File: src/rtl/ps2_pkg.sv
// Shared types for the PS/2 device-to-host receiver.
// Frame state and error codes used by the deframer and its consumers.
`timescale 1ns/1ps
package ps2_pkg;

   typedef enum logic [1:0] {
      IDLE,
      DATA,
      PARITY,
      STOP
   } ps2_state_t;

   typedef enum logic [1:0] {
      ERR_NONE,
      ERR_PARITY,
      ERR_FRAME,
      ERR_TIMEOUT
   } ps2_err_t;

endpackage

File: src/rtl/ps2_byte_fifo.sv
// Small first-word-fall-through byte buffer for received PS/2 frames.
// A pop frees room for a push in the same cycle.
`timescale 1ns/1ps
module ps2_byte_fifo #(
   parameter int DATA_BITS  = 8,
   parameter int FIFO_DEPTH = 4
) (
   input  logic                 clk,
   input  logic                 reset,
   input  logic                 push,
   input  logic [DATA_BITS-1:0] push_data,
   input  logic                 pop,
   output logic [DATA_BITS-1:0] head,
   output logic                 full,
   output logic                 empty
);

   localparam int AW = $clog2(FIFO_DEPTH);
   localparam int CW = AW + 1;

   logic [DATA_BITS-1:0] mem [FIFO_DEPTH];
   logic [AW-1:0]        wr_ptr;
   logic [AW-1:0]        rd_ptr;
   logic [CW-1:0]        cnt;
   logic                 do_push;
   logic                 do_pop;

   assign empty   = (cnt == '0);
   assign full    = (cnt == CW'(FIFO_DEPTH));
   assign do_pop  = pop & ~empty;
   assign do_push = push & (~full | do_pop);
   assign head    = empty ? '0 : mem[rd_ptr];

   always_ff @(posedge clk or posedge reset) begin
      if (reset) begin
         wr_ptr <= '0;
         rd_ptr <= '0;
         cnt    <= '0;
      end else begin
         if (do_push)
            wr_ptr <= wr_ptr + 1'b1;
         if (do_pop)
            rd_ptr <= rd_ptr + 1'b1;
         cnt <= cnt + CW'(do_push) - CW'(do_pop);
      end
   end

   always_ff @(posedge clk) begin
      if (do_push)
         mem[wr_ptr] <= push_data;
   end

endmodule

File: src/rtl/ps2_frame_receiver.sv
// PS/2 device-to-host receiver: pin synchronisers, frame deframer,
// parity/stop checks, stall timeout and a byte FIFO toward the decoder.
`timescale 1ns/1ps
module ps2_frame_receiver
   import ps2_pkg::*;
#(
   parameter int DATA_BITS      = 8,
   parameter int FIFO_DEPTH     = 4,
   parameter int SYNC_STAGES    = 2,
   parameter int TIMEOUT_CYCLES = 2080
) (
   input  logic                 clk,
   input  logic                 reset,
   input  logic                 ps2_clk,
   input  logic                 ps2_data,
   input  logic                 rd_en,
   input  logic                 clr_err,
   output logic [DATA_BITS-1:0] rd_data,
   output logic                 rd_valid,
   output logic                 frame_err,
   output logic [1:0]           err_code,
   output logic                 overflow
);

   localparam int BW = $clog2(DATA_BITS + 1);
   localparam int TW = $clog2(TIMEOUT_CYCLES + 1);

   logic [SYNC_STAGES-1:0] clk_sync;
   logic [SYNC_STAGES-1:0] dat_sync;
   logic                   sync_clk;
   logic                   sync_clk_q;
   logic                   sync_dat;
   logic                   fall;

   ps2_state_t           state, state_n;
   logic [BW-1:0]        bit_cnt, bit_cnt_n;
   logic [DATA_BITS-1:0] shreg, shreg_n;
   logic                 par, par_n;
   logic [TW-1:0]        tmo_cnt, tmo_cnt_n;
   ps2_err_t             err_q, err_n;
   logic                 ovf_q, ovf_n;
   logic                 fe_q;
   logic                 err_set;
   ps2_err_t             err_val;
   logic                 push;
   logic                 fifo_full;
   logic                 fifo_empty;

   // Idle-high bus: synchronisers reset to 1 so reset never fakes a fall.
   always_ff @(posedge clk or posedge reset) begin
      if (reset) begin
         clk_sync   <= '1;
         dat_sync   <= '1;
         sync_clk_q <= 1'b1;
      end else begin
         clk_sync   <= {clk_sync[SYNC_STAGES-2:0], ps2_clk};
         dat_sync   <= {dat_sync[SYNC_STAGES-2:0], ps2_data};
         sync_clk_q <= sync_clk;
      end
   end

   assign sync_clk = clk_sync[SYNC_STAGES-1];
   assign sync_dat = dat_sync[SYNC_STAGES-1];
   assign fall     = sync_clk_q & ~sync_clk;

   always_ff @(posedge clk or posedge reset) begin
      if (reset) begin
         state   <= IDLE;
         bit_cnt <= '0;
         shreg   <= '0;
         par     <= 1'b0;
         tmo_cnt <= '0;
         err_q   <= ERR_NONE;
         ovf_q   <= 1'b0;
         fe_q    <= 1'b0;
      end else begin
         state   <= state_n;
         bit_cnt <= bit_cnt_n;
         shreg   <= shreg_n;
         par     <= par_n;
         tmo_cnt <= tmo_cnt_n;
         err_q   <= err_n;
         ovf_q   <= ovf_n;
         fe_q    <= err_set;
      end
   end

   always_comb begin
      state_n   = state;
      bit_cnt_n = bit_cnt;
      shreg_n   = shreg;
      par_n     = par;
      err_set   = 1'b0;
      err_val   = ERR_NONE;
      push      = 1'b0;
      tmo_cnt_n = (state == IDLE || fall) ? '0 : tmo_cnt + 1'b1;

      unique case (state)
         IDLE: begin
            if (fall) begin
               if (!sync_dat) begin
                  state_n   = DATA;
                  bit_cnt_n = '0;
               end else begin
                  err_set = 1'b1;
                  err_val = ERR_FRAME;
               end
            end
         end
         DATA: begin
            if (fall) begin
               shreg_n   = {sync_dat, shreg[DATA_BITS-1:1]};
               bit_cnt_n = bit_cnt + 1'b1;
               if (bit_cnt == BW'(DATA_BITS - 1))
                  state_n = PARITY;
            end
         end
         PARITY: begin
            if (fall) begin
               par_n   = sync_dat;
               state_n = STOP;
            end
         end
         STOP: begin
            if (fall) begin
               state_n = IDLE;
               if (!(^{shreg, par})) begin
                  err_set = 1'b1;
                  err_val = ERR_PARITY;
               end else if (!sync_dat) begin
                  err_set = 1'b1;
                  err_val = ERR_FRAME;
               end else begin
                  push = 1'b1;
               end
            end
         end
         default: state_n = IDLE;
      endcase

      // A stalled frame is abandoned; the partial byte never reaches the FIFO.
      if (state != IDLE && !fall && tmo_cnt == TW'(TIMEOUT_CYCLES - 1)) begin
         state_n = IDLE;
         err_set = 1'b1;
         err_val = ERR_TIMEOUT;
      end

      err_n = err_q;
      if (err_set)
         err_n = err_val;
      else if (clr_err)
         err_n = ERR_NONE;

      ovf_n = ovf_q;
      if (push && fifo_full && !rd_en)
         ovf_n = 1'b1;
      else if (clr_err)
         ovf_n = 1'b0;
   end

   ps2_byte_fifo #(
      .DATA_BITS  (DATA_BITS),
      .FIFO_DEPTH (FIFO_DEPTH)
   ) u_fifo (
      .clk       (clk),
      .reset     (reset),
      .push      (push),
      .push_data (shreg),
      .pop       (rd_en),
      .head      (rd_data),
      .full      (fifo_full),
      .empty     (fifo_empty)
   );

   assign rd_valid  = ~fifo_empty;
   assign frame_err = fe_q;
   assign err_code  = err_q;
   assign overflow  = ovf_q;

endmodule

File: config.mk
export PLATFORM = sky130hd
export DESIGN_NAME = ps2_frame_receiver
export DESIGN_NICKNAME = d
export VERILOG_FILES = /design/src/rtl/ps2_pkg.sv /design/src/rtl/ps2_byte_fifo.sv /design/src/rtl/ps2_frame_receiver.sv
export SDC_FILE = /design/constraint.sdc
export NUM_CORES = 1
export LEC_CHECK = 0
export ABC_AREA = 0
export ABC_CLOCK_PERIOD_IN_PS = 2600
export CAP_MARGIN = 20
export CORE_UTILIZATION = 54
export DETAILED_ROUTE_END_ITERATION = 6
export DONT_BUFFER_PORTS = 1
export PLACE_DENSITY_LB_ADDON = 0.3
export SLEW_MARGIN = 25
export SYNTH_ARGS = -nofsm -noshare
export SYNTH_HDL_FRONTEND = slang
export SYNTH_SLANG_ARGS = --single-unit
File: constraint.sdc
create_clock -name clk -period 2.6 [get_ports clk]
set_clock_uncertainty 0.05 [all_clocks]
set_input_delay 0.26 -clock clk [delete_from_list [all_inputs] [get_ports clk]]
set_output_delay 0.26 -clock clk [all_outputs]
set_load 0.01 [all_outputs]
======== Word-level counts from Yosys, hierarchy flattened ========
Memory sizes are Yosys's and may differ from the RTL's.
Cells that the tools add are included.
word-level totals
  flip-flop bits (word level) ............. 43
  bits in writable memories ............... 32
  input port bits ......................... 6
  output and inout port bits .............. 13
  memories kept ........................... 1
cells by class
  add/subtract/negate cells ............... 6
  eq/ne operators ......................... 15
  multiplexer cells ....................... 37
  bitwise gates (word level) .............. 7
  reductions and logical operators ........ 18
memories
  memory      words  bits a word  read ports  clocked after Yosys merged registers in  write ports  line                 source
  u_fifo.mem  4      8            1           0                                        1            ps2_byte_fifo.sv:21  logic [DATA_BITS-1:0] mem [FIFO_DEPTH];
operators with widths
  cell                     count
  $mux W2                  15
  $mux W1                  13
  $add A12 B1 Y12 const B  1
  $eq A12 B12 Y1 const B   1
  $mux W12                 1
  $mux W4                  3
  $ne A3 B3 Y1 const B     4
  $reduce_xor A9 Y1        1
  $mux W8                  1
  $pmux W2 S4              1
  $pmux W4 S2              1
  $reduce_bool A2 Y1       4
  $ne A2 B2 Y1 const B     3
  $ne A3 B2 Y1 const B     2
  $reduce_and A6 Y1        1
  $add A2 B1 Y2 const B    2
  $add A4 B1 Y4 const B    1
  $eq A2 B2 Y1 const B     2
  $eq A4 B3 Y1 const B     1
  $logic_and A1 B1 Y1      4
  $pmux W2 S2              1
  $reduce_and A2 Y1        2
  $reduce_and A4 Y1        1
  $add A3 B1 Y3            1
  other kinds (11)         16

======== Depth between registers and ports, before layout ========
  depth in word-level cells ............... 7
  depth in mapped cells ................... 10

======== By module ========
A second synthesis with hierarchy kept.
second synthesis, totals
  cells, all modules ...................... 253
  area total of the unflattened synthesis .. 3418.3 µm²
modules (own cells, without submodules)
  module              times used  cells each  area each (µm²)
  ps2_frame_receiver  1           165         1784.2
  ps2_byte_fifo       1           88          1634.1

======== Worst setup path after synthesis ========
OpenSTA, ideal clock, no wires.
  path type ............................... reg2reg
  start ................................... register shreg[5]
  end ..................................... register u_fifo.cnt[2]
  arrival ................................. 2.323 ns
  data required time ...................... 2.426 ns
  slack ................................... 0.103 ns
  cell stages (with the launch flop) ...... 11
  period minus slack after synthesis ...... 2.497 ns
  path through ............................ dfrtp_1 > xnor2_1 > xnor3_2 > xnor2_2 > and3_1 > buf_6 > ha_1 > inv_1 > fa_1 > xnor2_1 > xnor2_1
on the way
  longest elaborated chain between the ends .. 7
RTL lines
  item                    line                       source
  from (decl)             ps2_frame_receiver.sv:37   logic [DATA_BITS-1:0] shreg, shreg_n;
  from (signal assigned)  ps2_frame_receiver.sv:79   shreg <= shreg_n;
  $reduce_xor A9 Y1       ps2_frame_receiver.sv:127  if (!(^{shreg, par})) begin
  $mux W1                 ps2_frame_receiver.sv:127
  $mux W1                 ps2_frame_receiver.sv:125  if (fall) begin
  $mux W1                 ps2_frame_receiver.sv:98   unique case (state)
  $and A1 B1 Y1           ps2_byte_fifo.sv:31        assign do_push = push & (~full | do_pop);
  via u_fifo.do_push      ps2_byte_fifo.sv:25        logic do_push;
  $add A3 B1 Y3           ps2_byte_fifo.sv:44        cnt <= cnt + CW'(do_push) - CW'(do_pop);
  $sub A3 B1 Y3           ps2_byte_fifo.sv:44
  to (signal assigned)    ps2_byte_fifo.sv:44
  to (decl)               ps2_byte_fifo.sv:24        logic [CW-1:0] cnt;
The timed path passes the listed nets, and every way through them passes these cells.
A chain may end at the register's enable or synchronous reset.

======== Worst setup path in the final report ========
  start ................................... register shreg[7]
  end ..................................... register u_fifo.cnt[2]
on the way
  longest elaborated chain between the ends .. 7
RTL lines
  item               line
  $reduce_xor A9 Y1  ps2_frame_receiver.sv:127
  $mux W1            ps2_frame_receiver.sv:127
  $mux W1            ps2_frame_receiver.sv:125
  $mux W1            ps2_frame_receiver.sv:98
  $and A1 B1 Y1      ps2_byte_fifo.sv:31
  $add A3 B1 Y3      ps2_byte_fifo.sv:44
  $sub A3 B1 Y3      ps2_byte_fifo.sv:44
Every way passes these cells.

==> key figures <==
Outcome
  • Run status: complete, no violations

Die
  • Die width: 81.6 µm
  • Die Y: 81.6 µm
  • Die area: 0.00665 mm²
  • Ports: 19
  • Core Area: 0.00603 mm²
  • Initial Util: 56.7%
  • Row count: 28

Timing
  • Fmax: 0.396 GHz
  • Final hold violations: 0
  • Worst-Margin Slew: 0.604 ns
  • Period utilization: 97.0%
  • Final Critical Period: 2.52 ns
  • Final setup viols: 0
  • Final WS setup: 0.0775 ns
  • Fin. max-slew vios: 0
  • Setup TNS: 0 ns
  • Max_slew headroom: 59.7%

Routing
  • Final wirelength: 5660 µm
  • Router iterations before antenna repair: 4
  • Via/cell ratio: 5.41
  • Wire length per cell: 16.1 µm
  • Detailed-route DRC error count: 0
  • Vias: 1899
  • DRT antenna net count: 0
  • 1st-iter DRT viols: 119

Synthesis
  • Cell accounting for the most synthesized area: edfxtp_1
  • Yosys reg bits: 75
  • Unique masters post-synth: 46
  • Mean Syn Cell Area: 13.5 µm²
  • Synth top area share: 28.1%
  • Post-synthesis sequential area ratio: 59.8%
  • Ys async rst share: 57.3%
  • Syn nets: 274
  • Synth Flop Type: dfrtp_1
  • Cells after synthesis: 254
  • Netlist Area Pre-Place: 0.00342 mm²
  • Post-synth EDFFs: 32
  • Most area-consuming cells after synthesis: edfxtp_1, dfrtp_1, mux4_2, ha_1, dfstp_2
  • Synth warnings: 0

Worst setup path
  • Peak fanout along the critical path: 5
  • Sequence of cells on the critical path: xnor2_1, xnor3_2, xnor2_2, and3_4, ha_1, inv_1, fa_1, xnor2_2, xnor2_1
  • Worst path slowest cell: dfrtp_2
  • Critical Path RT: 2.78 ns
  • WS Path Type: flop to flop
  • Critical Path AT: 2.70 ns
  • CP Launch Type: flop
  • CP max stage delay: 0.45 ns
  • CP Buf/Inv Count: 1
  • Crit path max-delay family: XOR/XNOR gates
  • CP Capture Type: flop

CTS
  • CTS Buf Count: 9
  • CTS clk-pin slew, worst paths: 0.07 ns
  • CTS tree: done
  • CTS Sinks: 75
  • Clk_lat worst skew: 0.35 ns
  • CTS max path bufs: 2
  • Clock root buffer: clkbuf_8
  • H-tree depth: 3

Global route
  • Global route total overflow: 0
  • Met2 usage: 33.0%
  • Initial antenna violation count: 0
  • Grt met3 use: 5.89%
  • Total Routing Usage GR: 20.4%
  • Vias in the first global route: 1946
  • Largest net degree at the start of global routing: 29
  • GRT busiest layer: met2
  • GR Util met1: 26.0%
  • First-pass GRT wire length: 9650 µm

Placement
  • Gpl congestion: 0.792
  • Place WS: 0.0835 ns
  • Port bufs: 0
  • Post-detail-place hpwl: 3710 µm

Hold path
  • Worst hold path type: primary input to flop

Power
  • Power density over the cells: 1080 mW/mm²
  • Final Power: 4.14 mW
  • P_leak: 1.59 nW
  • Max IR drop VDD: 0.761 mV

Cells and area
  • Area delta synth->final: 12.0%
  • Fin nets: 291
  • Layout cells sized above 1: 24.6%
  • # diodes: 0

Flow run
  • Max Cap Violations: 0
cell usage after synthesis, drive strengths merged (2+ instances only):
master,number
dfrtp,38
edfxtp,32
and2,17
nand2,16
nor2,16
ha,13
inv,13
xnor2,12
mux2,10
a21oi,8
mux4,8
xor2,8
clkbuf,6
o21ai,6
and3,5
dfstp,5
nand2b,4
nand4,4
nor3,4
buf,3
a211oi,2
a31o,2
and4,2
nand3,2
o221ai,2
repair_timing:
| action | CTS | global route |
|---|---|---|
| setup buffers | 0 | 6 |
| hold buffers | 3 | 0 |
| endpoints found under the setup margin | 0 | 1 |
| hold endpoints to repair | 27 | 0 |
| gates resized for setup | 0 | 6 |
state kept, by name, summed over array words and instances (netlist names), 3 cells and up:
register    count
u_fifo.mem     32
tmo_cnt        12
shreg           8
bit_cnt         4
u_fifo.cnt      3
metal layers:
layer	part of all wire [%]	up-vias
li1	-	929
met1	47	935
met5	0	-
met2	49	29
met3	3.0	6
met4	1.4	0
path summary, 6_finish.rpt:
check                      cells after the start  slack, ns            end        start
max reg2reg                                    9       0.08  u_fifo.cnt[2]     shreg[7]
max                                            9       0.08  u_fifo.cnt[2]     shreg[7]
min in group asynchronous                      2       0.38  u_fifo.cnt[1]        reset
min reg2reg                                    0       0.31    dat_sync[1]  dat_sync[0]
max in group asynchronous                      3       1.44    clk_sync[0]        reset
min                                            2       0.08       overflow      clr_err
layout make-up:
cell class              instances  area (µm²)
clock buffers                   9         124
clock inverters                 7        92.6
fillers                       460        2200
inverters                      13        48.8
multi-input cells             157        1300
flip-flops and latches         75        2050
well taps                      75        93.8
repair buffers                 15         120
cell families after synthesis:
logic type | synth area share [%]
and+or+nand+nor | 12.3
muxes | 8.97
xor gates and xnor gates | 6.26
AOI/OAI and AO/OA | 4.69
buffers and inverters | 2.67
adders and majority gates | 5.34
DFF | 59.8
cell usage in the layout (no fill, tap or decap), drive strengths merged, types with 3 or more instances in the layout:
master	instances
dfstp	5
nand2b	4
ha	13
xor2	8
dfrtp	38
mux4	8
mux2	10
nor2	16
clkbuf	9
nor3	4
nand2	16
o21ai	6
a21oi	8
buf	12
inv	13
edfxtp	32
clkinv	5
dlygate4sd3	3
and3	5
nand4	4
and2	17
xnor2	12
per-stage QoR:
| stage | hold WS [ns] | cell area (µm²) | instances | utilization [%] |
|---|---|---|---|---|
| after floorplan | 0.214 | 3420 | 254 | - |
| after global placement | 0.215 | 3510 | 326 | 58.3 |
| after detailed placement | 0.215 | 3510 | 326 | 58.3 |
| after CTS | 0.0675 | 3760 | 345 | 62.4 |
| after global routing | 0.0620 | 3830 | 351 | 63.6 |
| final | 0.0767 | 3830 | 351 | 63.6 |
report_power, final:
part	switching, mW	total, mW	internal (mW)
logic	0.657	1.42	0.760
clock network	0.423	0.961	0.538
registers	0.282	1.77	1.48
total	1.36	4.14	2.78
Power figures use the tool's default switching activity.
